<file path="config.mk">
export PLATFORM = sky130hd
export DESIGN_NAME = char_action_sched
export DESIGN_NICKNAME = d
export VERILOG_FILES = /design/src/rtl/char_action_sched.sv
export SDC_FILE = /design/constraint.sdc
export NUM_CORES = 1
export LEC_CHECK = 0
export ABC_AREA = 1
export CAP_MARGIN = 20
export CORE_MARGIN = 2
export CORE_UTILIZATION = 52
export CTS_CLUSTER_DIAMETER = 40
export CTS_CLUSTER_SIZE = 14
export DETAILED_ROUTE_END_ITERATION = 12
export GPL_TIMING_DRIVEN = 0
export PLACE_DENSITY_LB_ADDON = 0.3
export SLEW_MARGIN = 0
export SYNTH_ARGS = -nofsm -noshare
export SYNTH_HDL_FRONTEND = slang
export SYNTH_SLANG_ARGS = --single-unit
</file>
<file path="constraint.sdc">
create_clock -name clk -period 1.5 [get_ports clk]
set_input_delay 0.3 -clock clk [delete_from_list [all_inputs] [get_ports clk]]
set_output_delay 0.3 -clock clk [all_outputs]
set_load 0.005 [all_outputs]
</file>
<file path="src/rtl/char_action_sched.sv">
// char_action_sched: per-frame action scheduler between raw player inputs
// and the character movement controller. It owns the frame tick, sequences
// the melee attack (IDLE -> WINDUP -> ACTIVE -> RECOVER -> COOLDOWN -> IDLE)
// and gates left/right/jump step commands so movement and attack never
// conflict. All outputs are registered.
// Optional build macro: ATTACK_BUFFER_EN adds a single-entry attack buffer
// that chains an attack edge seen in RECOVER/COOLDOWN straight into WINDUP.
module char_action_sched #(
  parameter int unsigned FRAME_TICKS     = 1_083_333,
  parameter int unsigned WINDUP_FRAMES   = 4,
  parameter int unsigned ACTIVE_FRAMES   = 6,
  parameter int unsigned RECOVER_FRAMES  = 4,
  parameter int unsigned COOLDOWN_FRAMES = 20
) (
  input  logic       clk,
  input  logic       rst,
  input  logic       key_left,
  input  logic       key_right,
  input  logic       key_jump,
  input  logic       mouse_left,
  input  logic       on_ground,
  output logic       stepleft,
  output logic       stepright,
  output logic       stepjump,
  output logic       frame_tick,
  output logic [1:0] attack_phase,
  output logic       attack_hit,
  output logic       cooldown_busy
);

  localparam int unsigned TW    = $clog2(FRAME_TICKS);
  localparam int unsigned MAX01 = (WINDUP_FRAMES > ACTIVE_FRAMES) ? WINDUP_FRAMES : ACTIVE_FRAMES;
  localparam int unsigned MAX23 = (RECOVER_FRAMES > COOLDOWN_FRAMES) ? RECOVER_FRAMES : COOLDOWN_FRAMES;
  localparam int unsigned MAXF  = (MAX01 > MAX23) ? MAX01 : MAX23;
  localparam int unsigned FW    = $clog2(MAXF + 1);

  localparam logic [2:0] ST_IDLE     = 3'd0;
  localparam logic [2:0] ST_WINDUP   = 3'd1;
  localparam logic [2:0] ST_ACTIVE   = 3'd2;
  localparam logic [2:0] ST_RECOVER  = 3'd3;
  localparam logic [2:0] ST_COOLDOWN = 3'd4;

  // Externally visible phase code; COOLDOWN reports as 0 alongside cooldown_busy.
  function automatic logic [1:0] phase_of(input logic [2:0] st);
    case (st)
      ST_WINDUP:  phase_of = 2'd1;
      ST_ACTIVE:  phase_of = 2'd2;
      ST_RECOVER: phase_of = 2'd3;
      default:    phase_of = 2'd0;
    endcase
  endfunction

  logic [TW-1:0] tick_cnt_q, tick_cnt_d;
  logic [2:0]    state_q, state_d;
  logic [FW-1:0] fcnt_q, fcnt_d;
  logic          pend_q, pend_d;
  logic          mouse_q;
  logic          tick_s, edge_s, cd_expire_s, move_ok_s, jump_ok_s;
  logic          stepleft_q, stepright_q, stepjump_q, frame_tick_q;
  logic [1:0]    phase_q;
  logic          hit_q, busy_q;
`ifdef ATTACK_BUFFER_EN
  logic          buf_q, buf_d;
`endif

  assign tick_s      = (tick_cnt_q == TW'(FRAME_TICKS - 1));
  assign edge_s      = mouse_left & ~mouse_q;
  assign cd_expire_s = (state_q == ST_COOLDOWN) && tick_s && (fcnt_q == '0);

  // Free-running frame counter 0..FRAME_TICKS-1.
  always_comb begin
    if (tick_s) begin
      tick_cnt_d = '0;
    end else begin
      tick_cnt_d = tick_cnt_q + TW'(1);
    end
  end

  // Attack FSM: moves only on tick cycles; each timed state lasts N ticks.
  always_comb begin
    state_d = state_q;
    fcnt_d  = fcnt_q;
    case (state_q)
      ST_IDLE: begin
        if (tick_s && pend_q) begin
          state_d = ST_WINDUP;
          fcnt_d  = FW'(WINDUP_FRAMES - 1);
        end else begin
          state_d = ST_IDLE;
        end
      end
      ST_WINDUP: begin
        if (tick_s && fcnt_q == '0) begin
          state_d = ST_ACTIVE;
          fcnt_d  = FW'(ACTIVE_FRAMES - 1);
        end else if (tick_s) begin
          fcnt_d = fcnt_q - FW'(1);
        end else begin
          fcnt_d = fcnt_q;
        end
      end
      ST_ACTIVE: begin
        if (tick_s && fcnt_q == '0) begin
          state_d = ST_RECOVER;
          fcnt_d  = FW'(RECOVER_FRAMES - 1);
        end else if (tick_s) begin
          fcnt_d = fcnt_q - FW'(1);
        end else begin
          fcnt_d = fcnt_q;
        end
      end
      ST_RECOVER: begin
        if (tick_s && fcnt_q == '0) begin
          state_d = ST_COOLDOWN;
          fcnt_d  = FW'(COOLDOWN_FRAMES - 1);
        end else if (tick_s) begin
          fcnt_d = fcnt_q - FW'(1);
        end else begin
          fcnt_d = fcnt_q;
        end
      end
      ST_COOLDOWN: begin
        if (cd_expire_s) begin
`ifdef ATTACK_BUFFER_EN
          // An edge on the expiry cycle itself counts as buffered.
          if (buf_q || edge_s) begin
            state_d = ST_WINDUP;
            fcnt_d  = FW'(WINDUP_FRAMES - 1);
          end else begin
            state_d = ST_IDLE;
            fcnt_d  = '0;
          end
`else
          state_d = ST_IDLE;
          fcnt_d  = '0;
`endif
        end else if (tick_s) begin
          fcnt_d = fcnt_q - FW'(1);
        end else begin
          fcnt_d = fcnt_q;
        end
      end
      default: begin
        state_d = ST_IDLE;
        fcnt_d  = '0;
      end
    endcase
  end

  // Pending request: set by an edge in IDLE, cleared when IDLE consumes it.
  always_comb begin
    if (state_q == ST_IDLE && tick_s && pend_q) begin
      pend_d = 1'b0;
    end else if (state_q == ST_IDLE && edge_s) begin
      pend_d = 1'b1;
    end else begin
      pend_d = pend_q;
    end
  end

`ifdef ATTACK_BUFFER_EN
  // Single-entry buffer for one edge seen in RECOVER/COOLDOWN.
  always_comb begin
    if (cd_expire_s) begin
      buf_d = 1'b0;
    end else if ((state_q == ST_RECOVER || state_q == ST_COOLDOWN) && edge_s) begin
      buf_d = 1'b1;
    end else begin
      buf_d = buf_q;
    end
  end
`endif

  // Movement permissions follow the state the outputs will report.
  always_comb begin
    move_ok_s = (state_d == ST_IDLE) || (state_d == ST_RECOVER) || (state_d == ST_COOLDOWN);
    jump_ok_s = (state_d == ST_IDLE) || (state_d == ST_COOLDOWN);
  end

  // State and registered outputs; reset preloads the mouse edge register.
  always_ff @(posedge clk) begin
    if (!rst) begin
      tick_cnt_q   <= '0;
      state_q      <= ST_IDLE;
      fcnt_q       <= '0;
      pend_q       <= 1'b0;
      mouse_q      <= mouse_left;
      stepleft_q   <= 1'b0;
      stepright_q  <= 1'b0;
      stepjump_q   <= 1'b0;
      frame_tick_q <= 1'b0;
      phase_q      <= 2'd0;
      hit_q        <= 1'b0;
      busy_q       <= 1'b0;
`ifdef ATTACK_BUFFER_EN
      buf_q        <= 1'b0;
`endif
    end else begin
      tick_cnt_q   <= tick_cnt_d;
      state_q      <= state_d;
      fcnt_q       <= fcnt_d;
      pend_q       <= pend_d;
      mouse_q      <= mouse_left;
      stepleft_q   <= key_left & ~key_right & move_ok_s;
      stepright_q  <= key_right & ~key_left & move_ok_s;
      stepjump_q   <= key_jump & on_ground & jump_ok_s;
      frame_tick_q <= tick_s;
      phase_q      <= phase_of(state_d);
      hit_q        <= (state_d == ST_ACTIVE) && (state_q != ST_ACTIVE);
      busy_q       <= (state_d == ST_COOLDOWN);
`ifdef ATTACK_BUFFER_EN
      buf_q        <= buf_d;
`endif
    end
  end

  assign stepleft      = stepleft_q;
  assign stepright     = stepright_q;
  assign stepjump      = stepjump_q;
  assign frame_tick    = frame_tick_q;
  assign attack_phase  = phase_q;
  assign attack_hit    = hit_q;
  assign cooldown_busy = busy_q;

endmodule
</file>
==> results of run 1 <==
## final cells by class
class / instances / area (um2) / share of cell area
buffer: 3 / 31.28 / 0.009304
sequential: 39 / 823.3 / 0.2449
multi-input combinational: 217 / 1540 / 0.4581
timing repair buffer: 61 / 573.1 / 0.1705
clock inverter: 2 / 35.03 / 0.01042
tap: 50 / 62.56 / 0.01861
clock buffer: 6 / 82.58 / 0.02456
inverter: 53 / 214.0 / 0.06364
## worst min-delay path: cells and delay by family
kind	cells	cell delay, ps
AO/OA/AOI/OAI	1	30
buffers and inverters	1	190
AND/OR/NAND/NOR	1	100
## stage by stage
step / setup TNS [ps] / hold WS, ps
2_1_floorplan: 0 / 327.7
3_3_place_gp: -3903 / 442.6
3_5_place_dp: -4613 / 454.4
4_1_cts: -1347 / 339.6
5_1_grt: -6145 / 363.4
6_report: -4350 / 350.0
## cells in the mapped netlist (6+ instances only)
library cell / instances / area share
inv_2: 7 / 0.013
a21oi_1: 20 / 0.048
nor3_1: 7 / 0.017
inv_1: 45 / 0.080
nand2_1: 76 / 0.14
o21ai_0: 6 / 0.014
nor2_2: 10 / 0.030
nor2_1: 38 / 0.068
dfxtp_1: 39 / 0.37
nand3_2: 7 / 0.033
nand4_1: 13 / 0.039
nand3_1: 13 / 0.031
## repair_timing
action	CTS	global route
gates resized for setup	80	91
cloned	2	0
pin swaps	18	47
hold endpoints to repair	0	0
setup buffers	25	24
endpoints found under the setup margin	33	36
hold buffers	0	0
## report_power, final
part	internal [W]	total, W	switching (W)	leakage, nW
Clock	0.000539	0.000939	0.000401	0.0612
Combinational	0.0000767	0.000146	0.0000692	1.03
Sequential	0.00104	0.00105	0.0000159	0.327
Total	0.00165	0.00214	0.000486	1.42
## state kept, by name, indices dropped and copies added, names as in the netlist
| register | count |
|---|---|
| tick_cnt_q | 21 |
| cooldown_busy | 1 |
| state_q | 3 |
| stepleft | 1 |
| pend_q | 1 |
| frame_tick | 1 |
| attack_hit | 1 |
| stepright | 1 |
| fcnt_q | 5 |
| mouse_q | 1 |
| stepjump | 1 |
| attack_phase | 2 |
## layer usage
metal / global-route usage / part of all wire
met2: 0.4571 / 0.47
met3: 0.06833 / 0.090
met4: 0.1990 / 0.066
met5: 0 / 0
met1: 0.3371 / 0.37
## cells by family after synthesis
group,count (synthesis),share of synthesized area
XOR/XNOR,4,0.01666
AND/OR/NAND/NOR,180,0.4131
buffers and inverters,57,0.1048
adder cells (fa/ha/maj),4,0.02381
AO/OA/AOI/OAI,29,0.07024
flip-flops,39,0.3714
## worst paths after layout
path	startpoint	to	slack, ps	cells after the start
setup reg to reg	state_q[1]$_SDFF_PN0_	fcnt_q[0]$_SDFFE_PN0P_	-350	8
setup / recovery	state_q[1]$_SDFF_PN0_	fcnt_q[0]$_SDFFE_PN0P_	-350	8
hold / removal	rst	stepleft$_SDFF_PN0_	350	3
hold reg to reg	tick_cnt_q[20]$_SDFF_PP0_	tick_cnt_q[20]$_SDFF_PP0_	490	2
==> summary.txt, run 1 <==
Cells and area
  • Layout filler cell count: 191
  • Post-Route Utilization: 0.8527
  • Leading cell type in the layout, fill and taps excluded: nand2_1
  • Post-Layout Cell Count: 431
  • Final #Nets: 391
  • Syn-to-layout area delta: 59.94%
  • Most used cells in the layout excluding fill and tap cells: 58 x nand2_1, 35 x buf_4, 29 x inv_1
  • Ratio of cells with drive above 1 in the final layout: 0.4987
  • Total non-filler cell area in the finished layout: 3362 um2
  • Total inserted antenna cells: 0

Hold path
  • Hold/Removal Path Class: primary input to flop

Synthesis
  • Number of flops mapped to enable cells by yosys: 0
  • Number of unique standard cell types used by synthesis: 28
  • Number of warnings printed during yosys synthesis: 0
  • Share of synthesized registers carrying an async set or reset: 0
  • Syn_area_per_cell: 6.716 um2
  • Cell area after synthesis: 2102 um2
  • Number of register bits inferred by synthesis: 39
  • Synth Flop Type: dfxtp_1
  • Post-Synthesis Cells: between 300 and 400
  • Total nets after synthesis: 324
  • Share of the yosys chip area belonging to registers: 0.3714

Placed design
  • Placed instance count: 376
  • DP Area: 2301 um2
  • Detailed-placement wirelength estimate: between 3000 and 4000 um
  • Setup WS pre-CTS: -266.9 ps
  • Number of buffers inserted by port buffering: 13
  • GP Congestion: 0.8679

GRT
  • Antenna violations before repair: 0
  • Global-route wire length before repair: 9811 um
  • Aggregate global routing overflow: 0
  • Number of global-route vias before repair: 2,229
  • Maximum number of pins on one net before global-route repair: 13
  • Global routing usage summed across all routing layers: 0.2866

STA
  • Final Skew: 9.680 ps
  • Maximum achievable frequency: roughly 540 MHz
  • Final max-slew violation count: 0
  • RSZ-0062 raised after global routing: yes
  • Slew @ Worst Pin: 479.6 ps
  • Final Critical Period: 1847 ps
  • Final-report hold violation count: 0
  • Normalized max-slew margin: 0.6791
  • Number of setup violations in the final report: 35
  • Final worst-path cycle share: 1.231
  • Worst setup margin: -347.0 ps

Detailed routing
  • WL final: 8109 um
  • TritonRoute pass-1 iters: 7
  • Drt drc: 0
  • Detailed-route via count: 2,584
  • Wire per inst: 18.81 um
  • Number of DRC markers after the initial detailed-route iteration: approximately 330
  • Final antenna-violating net count: 0
  • Routed via count divided by cell count: 5.995

Floorplanning
  • Number of top-level design ports: 15
  • DIE HEIGHT: 67.58 um
  • Horizontal die dimension: 67.58 um
  • Placement Rows: 23
  • Std-Cell Core Area: roughly 3900 um2
  • Starting density of the core: 0.5332
  • Die ar.: about 4600 um2

CTS
  • Clock buffer depth: 2
  • CTS tree: yes
  • Register clock-pin slew on the reported worst setup and hold paths: 80 ps
  • Latest clock arrival within the worst-skew pair: 310 ps
  • Num CTS Buffers: 5
  • Clock sink total: 39
  • Clock root cell: clkbuf_8
  • H-tree depth: 2

Critical path
  • Cells along the critical path: nand2_1 -> nor2_1 -> nand4_1 -> nand2_1 -> nand2_1 -> nand3_1 -> nand2_1 -> a21oi_2
  • CP Class: flop to flop
  • Req. time, crit path: between 1500 and 2000 ps
  • Max FO, Critical Path: 5
  • Nature of the critical path endpoint: flop
  • Crit path arrival time: between 2000 and 2500 ps
  • Cell type group with the largest total delay on the critical path: simple AND/OR/NAND/NOR gates
  • Delay of the slowest cell on the worst path: 450 ps
  • Kind of start point of the critical path: flop
  • Most numerous cell on the critical path: nand2_1
  • Critical path buffers and inverters: 0
  • Crit-path slowest cell: dfxtp_1

Run status
  • Violated checks: setup timing
  • Outcome: complete, but fails checks

Pwr
  • Static power due to leakage: 1.416 nW
  • Pwr Total: 0.002139 W
  • Worst supply voltage drop on vdd: 0.8041 mV
  • Cell area power density: between 600 and 700 nW/um2

Run
  • Number of max-capacitance violations reported: 0
(Power assumes the default switching activity.)
==> run 2: changes to the inputs <==
- ABC_CLOCK_PERIOD_IN_PS: default -> 1500
==> results of run 2 <==
The final DEF is identical to that of run 1; final timing and power are the same.
==> run 3: changes to the inputs <==
- PLACE_DENSITY: default -> 0.75
- PLACE_DENSITY_LB_ADDON: 0.3 -> default
==> summary.txt, run 3 (synthesis results as in run 1) <==
STA
  • Worst setup margin: -221.0 ps (+125.9 ps)
  • Final max-slew violation count: 0 (unchanged)
  • Slew @ Worst Pin: 451.1 ps (-28.50 ps)
  • Final-report hold violation count: 0 (unchanged)
  • Number of setup violations in the final report: 29 (-17%)
  • Worst hold margin: 328.5 ps (-21.49 ps)
  • Sum of negative setup slack: -2502 ps (+1848 ps)
  • Final Critical Period: 1721 ps (-125.9 ps)
  • RSZ-0062 raised after global routing: yes
  • Final worst-path cycle share: 1.147 (-0.08396)
  • Maximum achievable frequency: 581.1 MHz (+7.3%)
  • Normalized max-slew margin: 0.6982 (+0.01907)
  • Final Skew: 4.303 ps (-5.377 ps)

GRT
  • Maximum number of pins on one net before global-route repair: 14 (+1)
  • Antenna violations before repair: 0 (unchanged)
  • Global-route wire length before repair: 9163 um (-6.6%)
  • Global routing usage summed across all routing layers: 0.2623 (-0.02432)
  • Aggregate global routing overflow: 0 (unchanged)
  • Number of global-route vias before repair: 2,090 (-6.2%)

Cells and area
  • Total inserted antenna cells: 0 (unchanged)
  • Syn-to-layout area delta: 45.12%
  • Final #Nets: 372 (-4.9%)
  • Register name with the most flops: tick_cnt_q
  • Most used cells in the layout excluding fill and tap cells: 61 x nand2_1, 27 x inv_1, 27 x nor2_1
  • Leading cell type in the layout, fill and taps excluded: nand2_1
  • Ratio of cells with drive above 1 in the final layout: 0.4254 (-0.07327)
  • Largest registers ranked by flip-flop count: tick_cnt_q: 21 flops, fcnt_q: 5 flops, state_q: 3 flops
  • Flip-flop count of the largest register after layout: 21 (unchanged)
  • Post-Layout Cell Count: 412 (-4.4%)

Floorplanning
  • Placement Rows: 23 (unchanged)
  • Die ar.: 4567 um2 (unchanged)
  • Horizontal die dimension: 67.58 um (unchanged)
  • Starting density of the core: 0.5332 (unchanged)
  • DIE HEIGHT: 67.58 um (unchanged)
  • Number of top-level design ports: 15 (unchanged)
  • Std-Cell Core Area: 3943 um2 (unchanged)

CTS
  • CTS tree: yes
  • Num CTS Buffers: 5 (unchanged)
  • Clock root cell: clkbuf_8
  • Latest clock arrival within the worst-skew pair: 290 ps (-20 ps)
  • Clock sink total: 39 (unchanged)
  • H-tree depth: 2 (unchanged)
  • Clock buffer depth: 2 (unchanged)
  • Register clock-pin slew on the reported worst setup and hold paths: 80 ps (about the same)
  • Post-CTS Hold Buffers: 0 (unchanged)

Hold path
  • Hold/Removal Path Class: primary input to flop
  • Cells on Worst Hold Path: 3 (unchanged)

Critical path
  • Register-to-Register Path Depth: 9 (+1)
  • Kind of start point of the critical path: flop
  • Max FO, Critical Path: 4 (-1)
  • Req. time, crit path: 1710 ps (-20 ps)
  • CP Class: flop to flop
  • Nature of the critical path endpoint: flop
  • Crit path arrival time: 1930 ps (-150 ps)

Detailed routing
  • Number of DRC markers after the initial detailed-route iteration: 214 (-36%)
  • Drt drc: 0 (unchanged)
  • Wire per inst: 15.13 um (-20%)
  • Routed via count divided by cell count: 5.405 (-9.8%)
  • Detailed-route via count: 2,227 (-14%)
  • TritonRoute pass-1 iters: 5 (-2)
  • Final antenna-violating net count: 0 (unchanged)
  • WL final: 6232 um (-23%)

Pwr
  • Static power due to leakage: 1.273 nW (-10%)
  • Cell area power density: 726.7 nW/um2 (+14%)
  • Pwr Total: 0.002217 W (+3.6%)
  • Worst supply voltage drop on vdd: 0.9449 mV (+18%)

Placed design
  • Placed instance count: 376 (unchanged)
  • GP Congestion: 0.8394 (-3.3%)
  • Setup WS pre-CTS: -256.6 ps (+10.21 ps)
  • Number of buffers inserted by port buffering: 13 (unchanged)
  • Detailed-placement wirelength estimate: 3047 um (-3.1%)

Run
  • Number of max-capacitance violations reported: 0 (unchanged)

Run status
  • Violated checks: setup timing
  • Outcome: complete, but fails checks
run 3: changes by cell type in the layout (fill, tap and decap cells not counted), moves of 4 or more:
cell     previous run  this run
nand2_4             6         2
a21oi_1             8        16
buf_6               9         5
a21oi_2            12         4
buf_4              35        26
run 3: power breakdown:
part / internal [W] / switching, W / total [W]
combinational: 0.0000482 / 0.0000486 / 0.0000968
sequential: 0.00104 / 0.0000178 / 0.00105
clock: 0.000664 / 0.000403 / 0.00107
total: 0.00175 / 0.000470 / 0.00222
run 3: stage by stage:
| step | instance area [um2] | util |
|---|---|---|
| final | 3050 | 0.7737 |
| after global routing | 3050 | 0.7737 |
| after CTS | 2828 | 0.7172 |
| after detailed placement | 2301 | 0.5836 |
| after global placement | 2301 | 0.5836 |
| after floorplan | 2108 | - |
run 3: metal layers:
metal | part of all wire | up-vias | GRT usage
met1 | 0.43 | 1037 | 0.3330
met5 | 0 | - | 0
met3 | 0.056 | 21 | 0.05833
li1 | - | 1082 | -
met2 | 0.49 | 87 | 0.4203
met4 | 0.025 | 0 | 0.1224
run 3: path summary, 6_finish.rpt:
kind                            startpoint                   endpoint  slack [ps]
setup / recovery  tick_cnt_q[7]$_SDFF_PP0_  tick_cnt_q[17]$_SDFF_PP0_        -220
hold reg to reg     fcnt_q[3]$_SDFFE_PN0P_     fcnt_q[3]$_SDFFE_PN0P_         510
setup reg to reg  tick_cnt_q[7]$_SDFF_PP0_  tick_cnt_q[17]$_SDFF_PP0_        -220
hold / removal                         rst      state_q[0]$_SDFF_PN0_         330
run 3: repair_timing:
item / in CTS / in global routing
setup buffers: 21 / 8
cloned: 0 / 0
gates resized for setup: 81 / 51
setup endpoints to repair: 34 / 36
pin swaps: 25 / 25
run 3: cell type report:
type                       instances  area [um2]
clock inverter                     3       67.56
inverter                          53       211.5
timing repair buffer              42       362.8
multi-input combinational        217        1429
sequential                        39       824.5
tap                               50       62.56
buffer                             3       23.77
fill                             238       892.1
clock buffer                       5       68.82
run 3: worst max-delay path, stage by stage, from the launching register on:
cell and delay [ps]:
dfxtp_1 450, inv_1 120, nor2_4 170, nand2_1 120, nor2_4 140, nand3_4 140, nor2_4 140, nand3_2 100
nand2_2 80, nor3b_2 170
